**src/rtl/apb_slave_regbank.sv**
```systemverilog
// rtl/apb_slave_regbank.sv - parametrised APB register bank with secure region, wait states and error counter
// Optional byte-lane write strobes: define APB_PSTRB_EN.
module apb_slave_regbank #(
    parameter int ADDR_WIDTH  = 5,
    parameter int DATA_WIDTH  = 32,
    parameter int DEPTH       = 32,
    parameter int WAIT_CYCLES = 2,
    parameter int SECURE_REGS = 4
) (
    input  logic                    clk,
    input  logic                    reset,
    input  logic                    psel,
    input  logic                    penable,
    input  logic                    pwrite,
    input  logic [ADDR_WIDTH-1:0]   addr,
    input  logic [DATA_WIDTH-1:0]   pwdata,
    input  logic [2:0]              prot,
`ifdef APB_PSTRB_EN
    input  logic [DATA_WIDTH/8-1:0] pstrb,
`endif
    output logic                    pready,
    output logic                    pslverr,
    output logic [DATA_WIDTH-1:0]   prdata,
    output logic [7:0]              err_count
);

    localparam int LANES = DATA_WIDTH / 8;
    localparam int CW    = (WAIT_CYCLES > 0) ? $clog2(WAIT_CYCLES + 1) : 1;
    localparam int IW    = (DEPTH > 1) ? $clog2(DEPTH) : 1;

    typedef enum logic [1:0] {IDLE, SETUP, ACCESS} state_t;

    state_t                state;
    state_t                next_state;
    logic [CW-1:0]         wait_cnt;
    logic [DATA_WIDTH-1:0] regs [DEPTH];
    logic [IW-1:0]         idx;
    logic [LANES-1:0]      lane_en;
    logic                  err;
    logic                  unused_prot;

    assign unused_prot = &{1'b0, prot[0], prot[2]};
    assign idx         = addr[IW-1:0];

`ifdef APB_PSTRB_EN
    assign lane_en = pstrb;
`else
    assign lane_en = '1;
`endif

    // Out-of-range words and non-secure hits on the secure window both answer with an error.
    assign err = ({1'b0, addr} >= (ADDR_WIDTH+1)'(DEPTH)) ||
                 (prot[1] && ({1'b0, addr} < (ADDR_WIDTH+1)'(SECURE_REGS)));

    assign pready  = (state == ACCESS) && psel && penable && (wait_cnt == '0);
    assign pslverr = pready && err;
    assign prdata  = (pready && !pwrite && !err) ? regs[idx] : '0;

    always_ff @(posedge clk or posedge reset) begin
        if (reset) begin
            state <= IDLE;
        end else begin
            state <= next_state;
        end
    end

    always_comb begin
        next_state = state;
        case (state)
            IDLE: begin
                if (psel && !penable) next_state = SETUP;
            end
            SETUP: begin
                next_state = psel ? ACCESS : IDLE;
            end
            ACCESS: begin
                if (!psel) begin
                    next_state = IDLE;
                end else if (pready) begin
                    next_state = (psel && !penable) ? SETUP : IDLE;
                end
            end
            default: next_state = IDLE;
        endcase
    end

    always_ff @(posedge clk or posedge reset) begin
        if (reset) begin
            wait_cnt <= '0;
        end else if (state == SETUP) begin
            wait_cnt <= CW'(WAIT_CYCLES);
        end else if (state == ACCESS && wait_cnt != '0) begin
            wait_cnt <= wait_cnt - 1'b1;
        end
    end

    always_ff @(posedge clk or posedge reset) begin
        if (reset) begin
            for (int i = 0; i < DEPTH; i++) regs[i] <= '0;
        end else if (pready && pwrite && !err) begin
            for (int b = 0; b < LANES; b++) begin
                if (lane_en[b]) regs[idx][b*8 +: 8] <= pwdata[b*8 +: 8];
            end
        end
    end

    always_ff @(posedge clk or posedge reset) begin
        if (reset) begin
            err_count <= '0;
        end else if (pslverr && err_count != 8'hFF) begin
            err_count <= err_count + 8'd1;
        end
    end

endmodule

```
**config.mk**
```make
export PLATFORM = sky130hd
export DESIGN_NAME = apb_slave_regbank
export DESIGN_NICKNAME = d
export VERILOG_FILES = /design/src/rtl/apb_slave_regbank.sv
export SDC_FILE = /design/constraint.sdc
export NUM_CORES = 2
export LEC_CHECK = 0
export CORE_ASPECT_RATIO = 1.25
export CORE_MARGIN = 3
export CORE_UTILIZATION = 57
export CTS_CLUSTER_DIAMETER = 120
export DETAILED_ROUTE_END_ITERATION = 10
export PLACE_DENSITY = 0.8
export SLEW_MARGIN = 20
export SYNTH_ARGS = -nofsm -noshare
export SYNTH_HDL_FRONTEND = slang
export SYNTH_SLANG_ARGS = --single-unit
```
**constraint.sdc**
```tcl
create_clock -name clk -period 55.8 [get_ports clk]
set_input_delay 13.95 -clock clk [delete_from_list [all_inputs] [get_ports clk]]
set_output_delay 13.95 -clock clk [all_outputs]
set_load 0.005 [all_outputs]
```
Word-level counts from Yosys, hierarchy flattened
Cells that the tools add are included.

storage, ports and cells
  flip-flop bits (word level) = 1036
  output and inout port bits = 42
  input port bits = 45

operators by class
  $lt $le $gt $ge = 3
  reductions and logical operators = 21
  mux-type cells = 27
  add/subtract/negate cells = 2
  eq/ne operators = 5
  bitwise logic cells = 1

operator list
  kind                   count
  $bwmux W1024           4
  $mux W1024             3
  $demux W32 S5          4
  $bmux W32 S5           1
  $mux W32               4
  $mux W24               1
  $mux W16               1
  $logic_and A1 B1 Y1    13
  $mux W2                6
  $add A8 B1 Y8 const B  1
  $mux W8                1
  $ne A8 B8 Y1 const B   1
  $ge A6 B6 Y1 const B   1
  $lt A6 B1 Y1 const B   1
  $not A5 Y6             1
  $pmux W2 S3            1
  $lt A5 B3 Y1 const B   1
  $logic_not A2 Y1       2
  $reduce_bool A2 Y1     2
  $logic_not A1 Y1       3
  $ne A3 B3 Y1 const B   1
  $eq A2 B1 Y1 const B   1
  $eq A2 B2 Y1 const B   1
  $ne A2 B2 Y1 const B   1
  3 further kinds        3

Depth between registers and ports, before layout
  depth in word-level cells = 12
  gate-level depth with buffers = 9
  depth with buffers taken out = 6

Worst setup path after synthesis
Ideal clock, no wire load.

  kind = input to output
  from = input addr[1]
  to = output prdata[30]
  path slack = 26232 ps
  buffers on the path = 4
  stages on the path = 7
  required time = 41850 ps
  data arrival time = 15618 ps
  cells stage by stage = buf_2 -> buf_2 -> buf_2 -> buf_2 -> mux2_2 -> a221oi_1 -> a41oi_1

between the ends
  longest elaborated chain between the ends = 5

ends and longest elaborated chain
  element                                                                RTL line  RTL
  start: declaration                                                     15        input logic [ADDR_WIDTH-1:0] addr,
  $not A5 Y6 (not written as such) or $lt A5 B3 Y1 (tied branches)       57, 53
  $bmux W32 S5 or $logic_and A1 B1 Y1 (tied branches)                    57, 53
  $mux W32 (not written as such) or $logic_not A1 Y1 (tied branches)     57        assign prdata = (pready && !pwrite && !err) ? regs[idx] : '0;
  $mux W32 (not written as such) or $logic_and A1 B1 Y1 (tied branches)  57
  $mux W32 (*)                                                           57
  end: declaration                                                       23        output logic [DATA_WIDTH-1:0] prdata,

Mark *: on every way between the ends. The rest lies on a longest branch, timed or not. The select of a mux whose other input is x is not followed.

Worst setup path after layout
  from = input addr[1]
  to = output prdata[26]

The elaborated chain is that of the path after synthesis.

==> impl_metrics.csv <==
group,metric,value,unit
run_status,status,"finished, final reports clean",
synth,synthCells,3214,
synth,synthArstFlopShare,1.000,
drt,wl,120.5,mm
synth,synth_edf_count,0,
critical_path,slowest_delay,0.95,ns
global_route,grt_max_degree,202,
synth,yosysTopAreaCell,"dfrtp_1",
place,dp_hpwl,68.77,mm
clock_network,ctsResizeCount,0,
sta,timing.final.crit_share,0.5884,
layout,multiInputGateArea,20230,µm²
sta,max_freq,0.03046,GHz
critical_path,worstPathArrival,18.88,ns
sta,min_period,32.83,ns
floorplan,start_util,0.5784,
power_and_ir_drop,p_seq_frac,0.501,
critical_path,cp_max_fo,134,
clock_network,ctsHoldBuffers,0,
synth,yosysWarnings,0,
synth,synth_fp_nets,3261,
clock_network,h-tree-depth,3,
floorplan,io-pin-count,87,
critical_path,start_kind,"primary input",
critical_path,crit_path_end_kind,"primary output",
floorplan,die_area,86560,µm²
layout,fillers,5591,
layout,drive_gt1_frac,0.4398,
place,portBuffers,84,
clock_network,clk-insertion-delay-late,0.69,ns
drt,dr.first_iter.drc_count,2258,
floorplan,die_width,263.7,µm
power_and_ir_drop,irDropWorstVdd,0.02102,mV
sta,report.final.slew_viol_count,0,
critical_path,critPathSlowestCell,"buf_4",
layout,register_area,25920,µm²
clock_network,cts_max_path_buffers,3,
drt,wl_per_cell,28.02,µm
critical_path,criticalPathCategory,"in2out",
layout,stdcell_count,4301,
clock_network,post_cts_buffers,0,
power_and_ir_drop,combPwrFrac,0.048,
synth,synth_ff_type,"dfrtp_1",
power_and_ir_drop,power_per_cell_area,28.96,nW/µm²
critical_path,required,41.85,ns
job,cap_violations,0,
clock_network,root_buffer,"clkbuf_16",
sta,setup_viol,0,
critical_path,crit_top_cell,"buf_4",
power_and_ir_drop,leakagePower,25.70,nW
drt,drt_pass1_iterations,5,
synth,synth_commonest_cells,"dfrtp_1 (1036), mux2_2 (981), mux2i_1 (257)",
layout,nets,3195,
critical_path,crit_buf_inv,5,
clock_network,cts-buffers-inserted,100,
drt,drcViolationCount,0,
sta,fin_setup_tns,0,ns
worst_hold_path,min_path_type,"reg2reg",
floorplan,core_area,81830,µm²
clock_network,clock-sinks,1036,
global_route,grt_pass1_vias,30640,
layout,area_growth,10.50,%
sta,relSlewSlack,0.1908,
sta,rsz0062_at_grt,"false",
synth,ys_types,52,
synth,synth_top_cells_by_area,"dfrtp_1 (55%), mux2_2 (23%), mux4_2 (5.9%)",
floorplan,fp.dieH,328.2,µm
floorplan,fp-row-count,117,
place,dp.cells,4115,
power_and_ir_drop,swShare,0.2278,
synth,yosysMostFrequentCell,"dfrtp_1",
synth,syn_area,47330,µm²
power_and_ir_drop,power_frac_clock,0.450,
global_route,grt_usage,0.2798,
power_and_ir_drop,p_int,0.001170,W
critical_path,path_delay_family,"buffers and inverters",
global_route,antenna_found_initial,1,
drt,num_vias,28040,
drt,final_antenna_net_count,0,
critical_path,crit_chain,"buf_8 -> buf_4 -> buf_12 -> buf_4 -> mux2i_1 -> a22oi_1 -> nand3_1 -> nor4_1 -> clkdlybuf4s50_1",
global_route,grt-ovfl-total,0,
sta,finClkSkew,0.02541,ns
synth,synth-seq-cells,1036,
synth,ys_seq_area_frac,0.5477,
sta,tightestPinTransition,1.203,ns
power_and_ir_drop,switchingPower,0.0003450,W
place,place.gp.congestion,0.7735,
drt,viasPerCell,6.518,
synth,syn_area_per_cell,14.73,µm²
sta,finalHoldViolations,0,
clock_network,cts_tree,"built",
clock_network,path_clk_slew,0.06,ns
synth,yosysTopAreaCellShare,0.5477,
global_route,grt_pass1_wl,185.3,mm
## worst paths after layout
path / from / endpoint / slack (ns) / cells after the start
max in group asynchronous: reset / regs[525]$_DFFE_PP0P_ / 39.39 / 4
min in group asynchronous: reset / err_count[3]$_DFFE_PP0P_ / 13.88 / 2
worst min register to register: regs[851]$_DFFE_PP0P_ / regs[851]$_DFFE_PP0P_ / 0.50 / 1
worst max register to register: wait_cnt[0]$_DFFE_PP0P_ / regs[610]$_DFFE_PP0P_ / 52.03 / 7
worst min-delay path: regs[851]$_DFFE_PP0P_ / regs[851]$_DFFE_PP0P_ / 0.50 / 1
worst max-delay path: addr[1] / prdata[26] / 22.97 / 9
## routing by layer
layer / up-vias / routed length [µm] / track usage / share of wire
li1: 11710 / - / - / -
met1: 15080 / 47640 / 0.3517 / 0.40
met2: 922 / 60840 / 0.4770 / 0.50
met3: 332 / 5989 / 0.04120 / 0.050
met4: 0 / 6028 / 0.1393 / 0.050
met5: - / 0 / 0 / 0
## logic make-up (layout without fill, tap and decap cells)
family	after synthesis	in the layout	synth area share
muxes	1414	1414	0.3615
DFF	1036	1036	0.5477
buffers and inverters	326	341	0.03053
and+or+nand+nor	222	222	0.02646
AOI/OAI and AO/OA	208	208	0.03220
xor gates and xnor gates	6	6	0.001110
adders and majority gates	2	2	0.0005286
other	0	1	0
## sequential cells by signal, summed over array words and instances (netlist names)
register and flops:
wait_cnt 2, state 2, err_count 8, regs 1024
## cell usage in the layout, fill, tap and decap left out, types with 4 or more instances in the layout
cell / count
dfrtp_1: 1036
mux2_2: 981
mux2i_1: 257
mux4_2: 124
a22oi_1: 121
clkbuf_16: 100
clkdlybuf4s50_1: 78
buf_4: 59
nand2_1: 42
nand3_1: 40
o22ai_1: 35
nor2b_1: 34
a211oi_1: 32
nor4_1: 31
mux2_4: 30
clkbuf_8: 28
mux2_1: 22
clkbuf_1: 20
clkinv_2: 19
nor2_4: 18
xor2_1: 6
nand2b_1: 5
or2_2: 5
inv_1: 5
bufinv_16: 5
buf_12: 5
nor3_2: 4
nor4bb_4: 4
clkinvlp_4: 4
## metrics by stage
step	area [µm²]	hold WS (ns)	setup WS, ns	total power (W)	util
floorplan	47330	0.4532	12.69	0.0008245	-
global placement	48890	0.4626	23.11	0.0008421	0.5975
detailed placement	48920	0.4831	23.03	0.0008463	0.5978
CTS	52260	0.4979	23.02	0.001524	0.6387
global route	52310	0.5107	22.77	0.001560	0.6392
finish	52310	0.4956	22.97	0.001515	0.6392
## power groups by stage
stage	logic, W	registers, W	clock network [W]
after global routing	0.0000799	0.000759	0.000721
after CTS	0.0000736	0.000759	0.000692
after global placement	0.0000697	0.000772	0
after detailed placement	0.0000733	0.000773	0
after floorplan	0.0000511	0.000773	0
final	0.0000734	0.000759	0.000682
## final cells by class
class,instances,share of cell area
timing repair buffer,151,0.02732
multi-input combinational,1852,0.3868
tap,1071,0.02562
antenna,1,0.00004784
inverter,7,0.0006459
sequential,1036,0.4956
clock inverter,36,0.007559
clock buffer,147,0.05638
No activity file was read; power rests on OpenSTA's default activity.
